$ cat src/rtl/mistral_lut_mask_loader.sv
// Bit-serial LUT mask loader: shifts in framed masks, checks even parity per frame,
// and commits each good frame to the LUT mask bus in a single cycle.
module mistral_lut_mask_loader #(
    parameter int NUM_LUTS  = 4,
    parameter int LUT_WIDTH = 64
) (
    input  logic                          clk,
    input  logic                          sclr,
    input  logic                          start,
    input  logic                          din,
    input  logic                          din_valid,
    output logic                          din_ready,
    output logic                          busy,
    output logic                          done,
    output logic                          err,
    output logic [NUM_LUTS*LUT_WIDTH-1:0] lut_masks
);

    localparam int CNT_W = $clog2(LUT_WIDTH + 1);
    localparam int IDX_W = (NUM_LUTS > 1) ? $clog2(NUM_LUTS) : 1;

    typedef enum logic [1:0] {
        IDLE,
        SHIFT,
        PARITY,
        COMMIT
    } state_t;

    state_t               state;
    state_t               state_next;
    logic [LUT_WIDTH-1:0] shreg;
    logic [CNT_W-1:0]     count;
    logic                 parity;
    logic [IDX_W-1:0]     frame_idx;
    logic                 accept;
    logic                 last_bit;
    logic                 last_frame;
    logic                 parity_bad;

    assign accept     = din_valid & din_ready;
    assign last_bit   = (count == CNT_W'(LUT_WIDTH - 1));
    assign last_frame = (frame_idx == IDX_W'(NUM_LUTS - 1));
    assign parity_bad = parity ^ din;

    always_ff @(posedge clk) begin
        if (sclr) begin
            state     <= IDLE;
            shreg     <= '0;
            count     <= '0;
            parity    <= 1'b0;
            frame_idx <= '0;
            lut_masks <= '0;
            done      <= 1'b0;
            err       <= 1'b0;
        end else begin
            state <= state_next;
            case (state)
                IDLE: begin
                    if (start) begin
                        done      <= 1'b0;
                        err       <= 1'b0;
                        count     <= '0;
                        parity    <= 1'b0;
                        frame_idx <= '0;
                    end
                end
                SHIFT: begin
                    if (accept) begin
                        shreg  <= {din, shreg[LUT_WIDTH-1:1]};
                        parity <= parity ^ din;
                        count  <= count + CNT_W'(1);
                    end
                end
                PARITY: begin
                    if (accept && parity_bad) begin
                        err <= 1'b1;
                    end
                end
                COMMIT: begin
                    // Whole-frame write so the LUTs never observe a half-shifted mask.
                    lut_masks[frame_idx*LUT_WIDTH +: LUT_WIDTH] <= shreg;
                    count  <= '0;
                    parity <= 1'b0;
                    if (last_frame) begin
                        done <= 1'b1;
                    end else begin
                        frame_idx <= frame_idx + IDX_W'(1);
                    end
                end
                default: ;
            endcase
        end
    end

    always_comb begin
        state_next = state;
        din_ready  = 1'b0;
        busy       = (state != IDLE);
        case (state)
            IDLE: begin
                if (start) begin
                    state_next = SHIFT;
                end
            end
            SHIFT: begin
                din_ready = 1'b1;
                if (din_valid && last_bit) begin
                    state_next = PARITY;
                end
            end
            PARITY: begin
                din_ready = 1'b1;
                if (din_valid) begin
                    state_next = parity_bad ? IDLE : COMMIT;
                end
            end
            COMMIT: begin
                state_next = last_frame ? IDLE : SHIFT;
            end
            default: state_next = IDLE;
        endcase
    end

endmodule

$ cat config.mk
export PLATFORM = sky130hd
export DESIGN_NAME = mistral_lut_mask_loader
export DESIGN_NICKNAME = d
export VERILOG_FILES = /design/src/rtl/mistral_lut_mask_loader.sv
export SDC_FILE = /design/constraint.sdc
export NUM_CORES = 1
export LEC_CHECK = 0
export ABC_AREA = 1
export CAP_MARGIN = 10
export CELL_PAD_IN_SITES_DETAIL_PLACEMENT = 1
export CELL_PAD_IN_SITES_GLOBAL_PLACEMENT = 2
export CORE_MARGIN = 3
export CORE_UTILIZATION = 29
export CTS_BUF_LIST = sky130_fd_sc_hd__clkbuf_8 sky130_fd_sc_hd__clkbuf_16
export DETAILED_ROUTE_END_ITERATION = 16
export GPL_ROUTABILITY_DRIVEN = 0
export PLACE_DENSITY_LB_ADDON = 0.1
export SYNTH_ARGS = -nofsm -noshare
export SYNTH_HDL_FRONTEND = slang
export SYNTH_SLANG_ARGS = --single-unit
$ cat constraint.sdc
create_clock -name clk -period 2.6 [get_ports clk]
set_input_delay 0.26 -clock clk [delete_from_list [all_inputs] [get_ports clk]]
set_output_delay 0.26 -clock clk [all_outputs]
set_load 0.01 [all_outputs]
# [Word level (Yosys, flattened, before mapping)]
# Cells that the tools add are included.
[classes] n_addsub=3 eq_ne=12 shifts=2 mux=21 bitwise=2 reduce_logical=14
[ops] cell="$bwmux 256" count=1
[ops] cell="$shift 64x34->256 const A" count=1
[ops] cell="$shiftx 64x34->256" count=1
[ops] cell="$neg 8->34" count=1
[ops] cell="$pmux 7 s3" count=1
[ops] cell="$reduce_and 3->1" count=5
[ops] cell="$mux 7" count=2
[ops] cell="$ne 2x2->1 const B" count=7
[ops] cell="$mux 2" count=6
[ops] cell="$pmux 2 s4" count=1
[ops] cell="$add 7x1->7 const B" count=1
[ops] cell="$eq 7x6->1 const B" count=1
[ops] cell="$eq 2x2->1 const B" count=3
[ops] cell="$mux 1" count=6
[ops] cell="$reduce_bool 2->1" count=3
[ops] cell="$pmux 1 s2" count=2
[ops] cell="$pmux 2 s2" count=1
[ops] cell="$pmux 1 s3" count=1
[ops] cell="$reduce_bool 3->1" count=1
[ops] cell="$add 2x1->2 const B" count=1
[ops] cell="$eq 2x1->1 const B" count=1
[ops] cell="$logic_and 1x1->1" count=2
[ops] cell="$logic_not 2->1" count=1
[ops] cell="$reduce_and 2->1" count=1
[ops] cell="3 further kinds" count=3
[word_totals] reg_bits=334 input_bits=5 output_inout_bits=260 word_cells=62

# [Depth between registers and ports, before layout]
# Gate-level depths: netlist (run 1).
[depth] word_depth=7 depth_mapped=10 mapped_depth_nobuf=10

# [Worst setup path after synthesis (run 1)]
# No wires, ideal clock.
[synth_timing] path_type="reg2reg" from="register frame_idx[0]" to="register lut_masks[55]" setup_time_ns=0.070 t_arrival_ns=1.941 t_required_ns=2.530 slack_ns=0.589 path_stages_with_launch=8 n_path_buf=2 path_cell_list="dfxtp_1 > buf_2 > inv_1 > ha_1 > nor2_1 > clkbuf_1 > nand4_1 > a21oi_1"
[synth_between] elab_chain_len=3 elab_cells_between_ends=4 classes_between="1 x add/sub; 2 x shift; 1 x mux"
[synth_rtl] element="from (decl)" line="34" rtl="logic [IDX_W-1:0] frame_idx;"
[synth_rtl] element="from (signal assigned)" line="87" rtl="frame_idx <= frame_idx + IDX_W'(1);"
[synth_rtl] element="$neg 8->34 (*)" line="81" rtl="lut_masks[frame_idx*LUT_WIDTH +: LUT_WIDTH] <= shreg;"
[synth_rtl] element="$shiftx 64x34->256 or $shift 64x34->256 (tied branches)" line="81"
[synth_rtl] element="$bwmux 256 (*)" line="81"
[synth_rtl] element="to (signal, indexed assignment)" line="81"
[synth_rtl] element="to (decl)" line="16" rtl="output logic [NUM_LUTS*LUT_WIDTH-1:0] lut_masks"
# Mark *: on every way between the ends. The rest lies on a longest branch, timed or not.
# A chain may end at the register's enable or synchronous reset.

# [Final worst setup path (run 1)]
[layout_timing] from="register state[0]" to="output busy"
[layout_between] elab_chain_len=1
[layout_rtl] element="from (decl)" line="29" rtl="state_t state;"
[layout_rtl] element="from (signal assigned)" line="56" rtl="state <= state_next;"
[layout_rtl] element="$reduce_bool 2->1" line="98" rtl="busy = (state != IDLE);"
[layout_rtl] element="to (decl)" line="13" rtl="output logic busy,"
# No other way between the ends.

==> results.tsv, run 1 <==
stage	metric	value	unit
pwr	p_switching	4.47	mW
clock_network	cts_setup_buffers	0	
cells_and_area	multi_input_area	0.00505	mm2
setup_path	r2r_cells	6	
route	num_vias	11754	
pwr	leakagePower	5.44	nW
yosys	netlist_instances	1559	
setup_path	crit_required	2.34	ns
sta	setup_viol	0	
sta	rsz0062_at_grt	no	
yosys	netlist_area	0.0123	mm2
setup_path	path_max_fanout	5	
grt	grt_overflow	0	
clock_network	cts-buffers-inserted	41	
clock_network	clock_path_buffers	3	
setup_path	worstPathCellList	inv_1 -> ha_1 -> inv_1 -> clkdlybuf4s50_1	
pwr	vdd_drop_max	0.386	mV
setup_path	cpMostUsedCell	inv_1	
run_status	run_status	completed	
route	drtPass1Iterations	5	
cells_and_area	antenna-diode-count	0	
yosys	ys_types	26	
grt	track_usage	20.6	%
setup_path	critPathMaxStageDelay	0.56	ns
placed_design	dp_hpwl	29600	um
floorplan	pin_count	265	
yosys	ys_warn_count	0	
grt	grt_max_degree	145	
setup_path	cp_slowest_cell	clkdlybuf4s50_1	
setup_path	rrSetupSlack	0.41	ns
yosys	synth_top_area_share	54.2	%
floorplan	die_x	212	um
pwr	seqPwrFrac	39.2	%
clock_network	clkTransAtPathRegs	0.06	ns
clock_network	clk_latency	0.54	ns
worst_hold_path	hold_path.class	in -> reg	
floorplan	die_area	0.0450	mm2
route	routed_wirelength	47100	um
yosys	syn_nets	1577	
route	postRouteAntennaNets	0	
pwr	switching_share	33.4	%
route	drcViolationCount	0	
setup_path	crit_type	reg -> out	
route	viasPerCell	5.08	
placed_design	place_area	0.0155	mm2
cells_and_area	nets	1776	
yosys	yosysTopAreaCell	dfxtp_1	
sta	final_hold_viol_count	0	
setup_path	endpoint_kind	output port	
floorplan	start_util	29.8	%
pwr	p_comb_share	20.3	%
cells_and_area	area_growth	35.8	%
clock_network	cts_tree	done	
cells_and_area	fin_util	40.5	%
worst_hold_path	hold_depth	2	
sta	maxSlewViolCount	0	
worst_hold_path	hold_path_end	lut_masks[193]$_SDFFE_PP0P_	
sta	period_share	89.0	%
yosys	ys_ff_latch	334	
pwr	intPower	8.93	mW
grt	grt_pass1_wl	73000	um
cells_and_area	fillers	4898	
cells_and_area	seq_area	0.00669	mm2
cells_and_area	drive_above_1_share	5.56	%
route	drt-wirelength-per-cell	20.4	um
flow_run	maxCapViolations	0	
setup_path	start_kind	flip-flop	
sta	setup_tns	0	ns
sta	fin_crit	2.31	ns
route	first_iter_violations	685	
pwr	power_frac_clock	40.4	%
floorplan	rows	74	
floorplan	coreArea	0.0414	mm2
floorplan	die_h	212	um
cells_and_area	finalInstanceArea	0.0167	mm2
worst_hold_path	holdCritStartpoint	sclr	
sta	finClkSkew	0.0124	ns
yosys	ys_seq_area_share	54.2	%
setup_path	reg2reg_from	state[1]$_SDFFE_PP0P_	
sta	slew_headroom	42.7	%
clock_network	ctsHtreeMaxLevel	2	
setup_path	cp_data_arrival_time	2.05	ns
placed_design	numPortBuffers	264	
grt	grt_pass1_vias	12079	
grt	antenna_found_initial	0	
clock_network	cts.sinks	334	
clock_network	hold_buffers	0	
sta	tightest_slew	0.859	ns
yosys	syn_avg_cell_area	7.91	um2
clock_network	cts-root-buf	clkbuf_16	
yosys	synthTopCellsByArea	dfxtp_1 54%, a21oi_1 13%, nand2_1 12%	
pwr	powerDensity	800	mW/mm2
clock_network	cts.repair.resized	0	
setup_path	timing.rr.end	count[0]$_SDFFE_PP0P_	
sta	max_freq	0.432	GHz
[power by group through the flow]
stage / Clock [mW] / Sequential [mW] / Combinational (mW)
after floorplan: 0 / 5.33 / 1.68
after global routing: 5.80 / 5.27 / 2.97
final: 5.42 / 5.26 / 2.72
after global placement: 0 / 5.36 / 2.72
after detailed placement: 0 / 5.37 / 2.73
after CTS: 5.59 / 5.26 / 2.74
[stage by stage]
stage / worst slack [ns] / power (mW) / cells / hold slack (ns)
CTS: 0.227 / 13.6 / 2314 / 0.0708
global route: 0.156 / 14.0 / 2314 / 0.107
finish: 0.287 / 13.4 / 2314 / 0.0934
floorplan: 0.589 / 7.01 / 1559 / 0.448
global placement: 0.493 / 8.09 / 2247 / 0.451
detailed placement: 0.429 / 8.10 / 2247 / 0.455
[final cells by class]
type,count,area share (%)
Timing Repair Buffer,291,17.6
Sequential cell,334,40.0
Clock inverter,19,0.807
Inverter,34,0.762
Clock buffer,48,6.70
Tap cell,532,3.98
Multi-Input combinational cell,1056,30.2
[logic make-up after synthesis]
| kind of cell | count (synthesis) | share of synthesized area (%) |
|---|---|---|
| buffers and inverters | 169 | 5.42 |
| AO/OA/AOI/OAI | 342 | 14.2 |
| adder cells (fa/ha/maj) | 13 | 1.32 |
| AND/OR/NAND/NOR | 700 | 24.8 |
| XOR/XNOR | 1 | 0.0710 |
| flip-flops | 334 | 54.2 |
[layout by cell type, fill, tap and decap left out, types with 2 or more instances in the layout]
cell type and instances:
nand3b_1 2, clkbuf_16 41, nand2_1 404, clkdlybuf4s50_1 263
nor3_1 2, ha_4 2, nor2_4 2, nor2_1 35
inv_1 45, dfxtp_1 333, o21ai_0 10, buf_12 8
buf_4 19, a22oi_1 12, nand3_1 178, ha_1 11
a21oi_1 318, inv_2 2, nand2_4 3, nand4_1 67
nand2_2 3, bufinv_16 2, clkbuf_8 7, clkinv_2 2
[layer usage]
metal | GRT usage (%) | wire length [um] | vias up
li1 | - | - | 5663
met1 | 27.6 | 21800 | 5787
met2 | 33.0 | 21700 | 245
met3 | 5.02 | 2620 | 59
met4 | 6.03 | 1020 | 0
met5 | 0 | 0 | -
[Yosys cell counts]
| cell | n |
|---|---|
| a22oi_1 | 12 |
| inv_1 | 32 |
| nand2_1 | 409 |
| nor4_4 | 1 |
| or2_2 | 1 |
| nand3b_1 | 2 |
| buf_1 | 15 |
| nand2_2 | 1 |
| nor2_1 | 37 |
| inv_2 | 1 |
| buf_4 | 3 |
| a21oi_1 | 318 |
| o21ai_0 | 10 |
| nor2_2 | 1 |
| xnor2_1 | 1 |
| nor3_1 | 2 |
| nand3_1 | 178 |
| nor3_2 | 1 |
| ha_1 | 13 |
| buf_2 | 18 |
| nand4_1 | 67 |
| a211oi_1 | 1 |
| o31ai_1 | 1 |
| dfxtp_1 | 334 |
| clkbuf_1 | 99 |
| clkinv_1 | 1 |
[worst max-delay path: cells and delay by family, from the launching register on]
| kind | cells | cell delay [ns] |
|---|---|---|
| buffers and inverters | 3 | 0.84 |
| flip-flops | 1 | 0.41 |
| adder cells (fa/ha/maj) | 1 | 0.26 |
[flip-flops by register name, indices dropped and copies added, names as in the netlist]
| signal | count |
|---|---|
| shreg | 64 |
| lut_masks | 256 |
| state | 2 |
| frame_idx | 2 |
| done | 1 |
| parity | 1 |
| err | 1 |
| count | 7 |
[worst max-delay path by stage]
stage	startpoint	end	slack [ns]	cells past startpoint
2_1_floorplan	frame_idx[0]$_SDFFE_PP0P_	lut_masks[55]$_SDFFE_PP0P_	0.59	7
3_3_place_gp	state[1]$_SDFFE_PP0P_	count[0]$_SDFFE_PP0P_	0.49	6
3_5_place_dp	state[1]$_SDFFE_PP0P_	count[0]$_SDFFE_PP0P_	0.43	6
4_1_cts	state[0]$_SDFFE_PP0P_	busy	0.23	4
5_1_grt	state[0]$_SDFFE_PP0P_	busy	0.16	4
6_report	state[0]$_SDFFE_PP0P_	busy	0.29	4
(Power assumes the default switching activity.)
==> inputs of run 2 (changes only) <==
--- a/config.mk
+++ b/config.mk
@@ -10,9 +10,10 @@
 export CELL_PAD_IN_SITES_DETAIL_PLACEMENT = 1
 export CELL_PAD_IN_SITES_GLOBAL_PLACEMENT = 2
 export CORE_MARGIN = 3
-export CORE_UTILIZATION = 29
+export CORE_UTILIZATION = 36
 export CTS_BUF_LIST = sky130_fd_sc_hd__clkbuf_8 sky130_fd_sc_hd__clkbuf_16
 export DETAILED_ROUTE_END_ITERATION = 16
+export DONT_BUFFER_PORTS = 1
 export GPL_ROUTABILITY_DRIVEN = 0
 export PLACE_DENSITY_LB_ADDON = 0.1
 export SYNTH_ARGS = -nofsm -noshare
==> run 2 against run 1 <==
The run now ends with hold timing left. Register-to-register slack got worse by 0.31 ns. Global-route usage up 2.7 points. Sequential power hardly changed. Fmax decreased by 7.6%. Critical path type is now reg -> reg. Critical endpoint is now lut_masks[55]$_SDFFE_PP0P_.
==> results.tsv, run 2 (synthesized netlist as in run 1, its figures left out) <==
stage	metric	value	unit
run_status	run_status	complete, but fails checks	
run_status	violations	hold timing	
placed_design	dp_cells	1897	
route	routed_wirelength	45200	um
clock_network	clk_latency	0.54	ns
setup_path	endpoint_kind	flip-flop	
clock_network	clkTransAtPathRegs	0.06	ns
setup_path	path_max_fanout	40	
floorplan	start_util	36.7	%
sta	whs	-0.194	ns
cells_and_area	antenna-diode-count	0	
clock_network	ctsHtreeMaxLevel	2	
setup_path	crit_end	lut_masks[55]$_SDFFE_PP0P_	
route	viasPerCell	5.39	
setup_path	start_kind	flip-flop	
cells_and_area	biggestRegsByFlops	lut_masks (256), shreg (64), count (7)	
setup_path	reg2reg_from	frame_idx[0]$_SDFFE_PP0P_	
sta	setup_viol	0	
route	first_iter_violations	645	
setup_path	startpoint	frame_idx[0]$_SDFFE_PP0P_	
sta	maxSlewViolCount	0	
pwr	powerDensity	873	mW/mm2
pwr	leakagePower	5.50	nW
sta	slew_headroom	45.5	%
clock_network	cts-root-buf	clkbuf_16	
route	drtPass1Iterations	5	
setup_path	crit_type	reg -> reg	
clock_network	cts_tree	done	
cells_and_area	fillers	4026	
grt	grt_overflow	0	
floorplan	coreArea	0.0336	mm2
route	drcViolationCount	0	
clock_network	clock_path_buffers	3	
placed_design	dp_hpwl	25500	um
placed_design	numPortBuffers	0	
setup_path	rrSetupSlack	0.1	ns
placed_design	place_area	0.0127	mm2
route	num_vias	11361	
grt	antenna_found_initial	0	
cells_and_area	area_growth	25.3	%
cells_and_area	largest-register	lut_masks	
sta	finClkSkew	0.0163	ns
floorplan	die_area	0.0365	mm2
clock_network	cts-buffers-inserted	38	
grt	grt_pass1_vias	11391	
route	postRouteAntennaNets	0	
sta	max_freq	0.399	GHz
cells_and_area	final_common_cell	nand2_1	
floorplan	rows	67	
route	drt-wirelength-per-cell	21.4	um
floorplan	die_x	191	um
setup_path	r2r_cells	7	
cells_and_area	finalInstanceArea	0.0154	mm2
setup_path	timing.rr.end	lut_masks[55]$_SDFFE_PP0P_	
sta	period_share	96.3	%
setup_path	crit_required	3.06	ns
clock_network	cts.sinks	334	
sta	fin_crit	2.50	ns
sta	final_hold_viol_count	65	
setup_path	cp_data_arrival_time	2.97	ns
cells_and_area	nets	1651	
cells_and_area	final_cell_mix	404 x nand2_1, 333 x dfxtp_1, 318 x a21oi_1, 178 x nand3_1, 140 x dlygate4sd3_1	
grt	grt_max_degree	322	
cells_and_area	final_cells	2107	
floorplan	die_h	191	um
floorplan	pin_count	265	
flow_run	maxCapViolations	0	
pwr	vdd_drop_max	0.765	mV
sta	tightest_slew	0.818	ns
grt	grt_pass1_wl	67600	um
grt	track_usage	23.2	%
worst_hold_path	hold_path.class	in -> reg	
cells_and_area	largest_reg_flops	256	
cells_and_area	drive_above_1_share	6.51	%
==> run 2: critical path, cell delays in order, from the launching register on <==
cell           delay [ns]
dfxtp_4              0.45
inv_1                0.15
ha_1                 0.39
nor2_4               0.16
clkbuf_8             0.36
nand4_1              0.15
a21oi_1              0.18
dlygate4sd3_1        0.58
==> run 2: layout make-up <==
| cell class | count | area [um2] | share of cell area, % |
|---|---|---|---|
| flip-flops and latches | 334 | 6690 | 43.3 |
| multi-input cells | 1056 | 5060 | 32.8 |
| repair buffers | 169 | 1730 | 11.2 |
| clock buffers | 47 | 1090 | 7.03 |
| well taps | 448 | 561 | 3.63 |
| clock inverters | 19 | 191 | 1.24 |
| inverters | 34 | 128 | 0.826 |
==> run 2: worst min path at each step <==
stage                                     start                           to  slack, ns  cells after the start
after CTS                                  sclr    lut_masks[5]$_SDFFE_PP0P_      -0.21                      1
after global routing                       sclr  lut_masks[138]$_SDFFE_PP0P_      -0.21                      1
after floorplan           count[2]$_SDFFE_PP0P_        count[2]$_SDFFE_PP0P_       0.45                      2
after detailed placement                   sclr    lut_masks[6]$_SDFFE_PP0P_       0.35                      1
after global placement                     sclr  lut_masks[138]$_SDFFE_PP0P_       0.35                      1
final                                      sclr  lut_masks[138]$_SDFFE_PP0P_      -0.19                      1
==> run 2: report_power, final <==
part / internal, mW / switching, mW
Sequential: 5.17 / 0.0975
Combinational: 0.556 / 2.14
Clock: 3.34 / 2.17
==> run 2: repair_timing <==
action | in CTS | in global routing
hold buffers | 105 | 35
setup endpoints to repair | 0 | 95
buffers inserted | 0 | 2
endpoints found under the hold margin | 321 | 212
resized for setup | 0 | 15
==> run 2: per-stage QoR <==
stage          setup TNS [ns]  total power, mW  setup WS, ns  utilization [%]  hold slack [ns]
3_3_place_gp                0             7.95         0.516             37.7            0.351
4_1_cts                     0             13.5        0.0146             44.6           -0.212
3_5_place_dp                0             7.94         0.476             37.7            0.354
5_1_grt                -0.108             14.1       -0.0378             46.0           -0.213
6_report                    0             13.5        0.0962             46.0           -0.194
2_1_floorplan               0             7.01         0.589                -            0.448
==> run 2: metal layers <==
layer  wire length (um)  global-route usage (%)  vias up  share of wire, %
met5                  0                       0        -                 0
met4                988                    6.07        0               2.2
met3               3510                    7.41       56               7.8
met2              21200                    38.1      266                47
met1              19500                    29.7     5637                43
li1                   -                       -     5402                 -
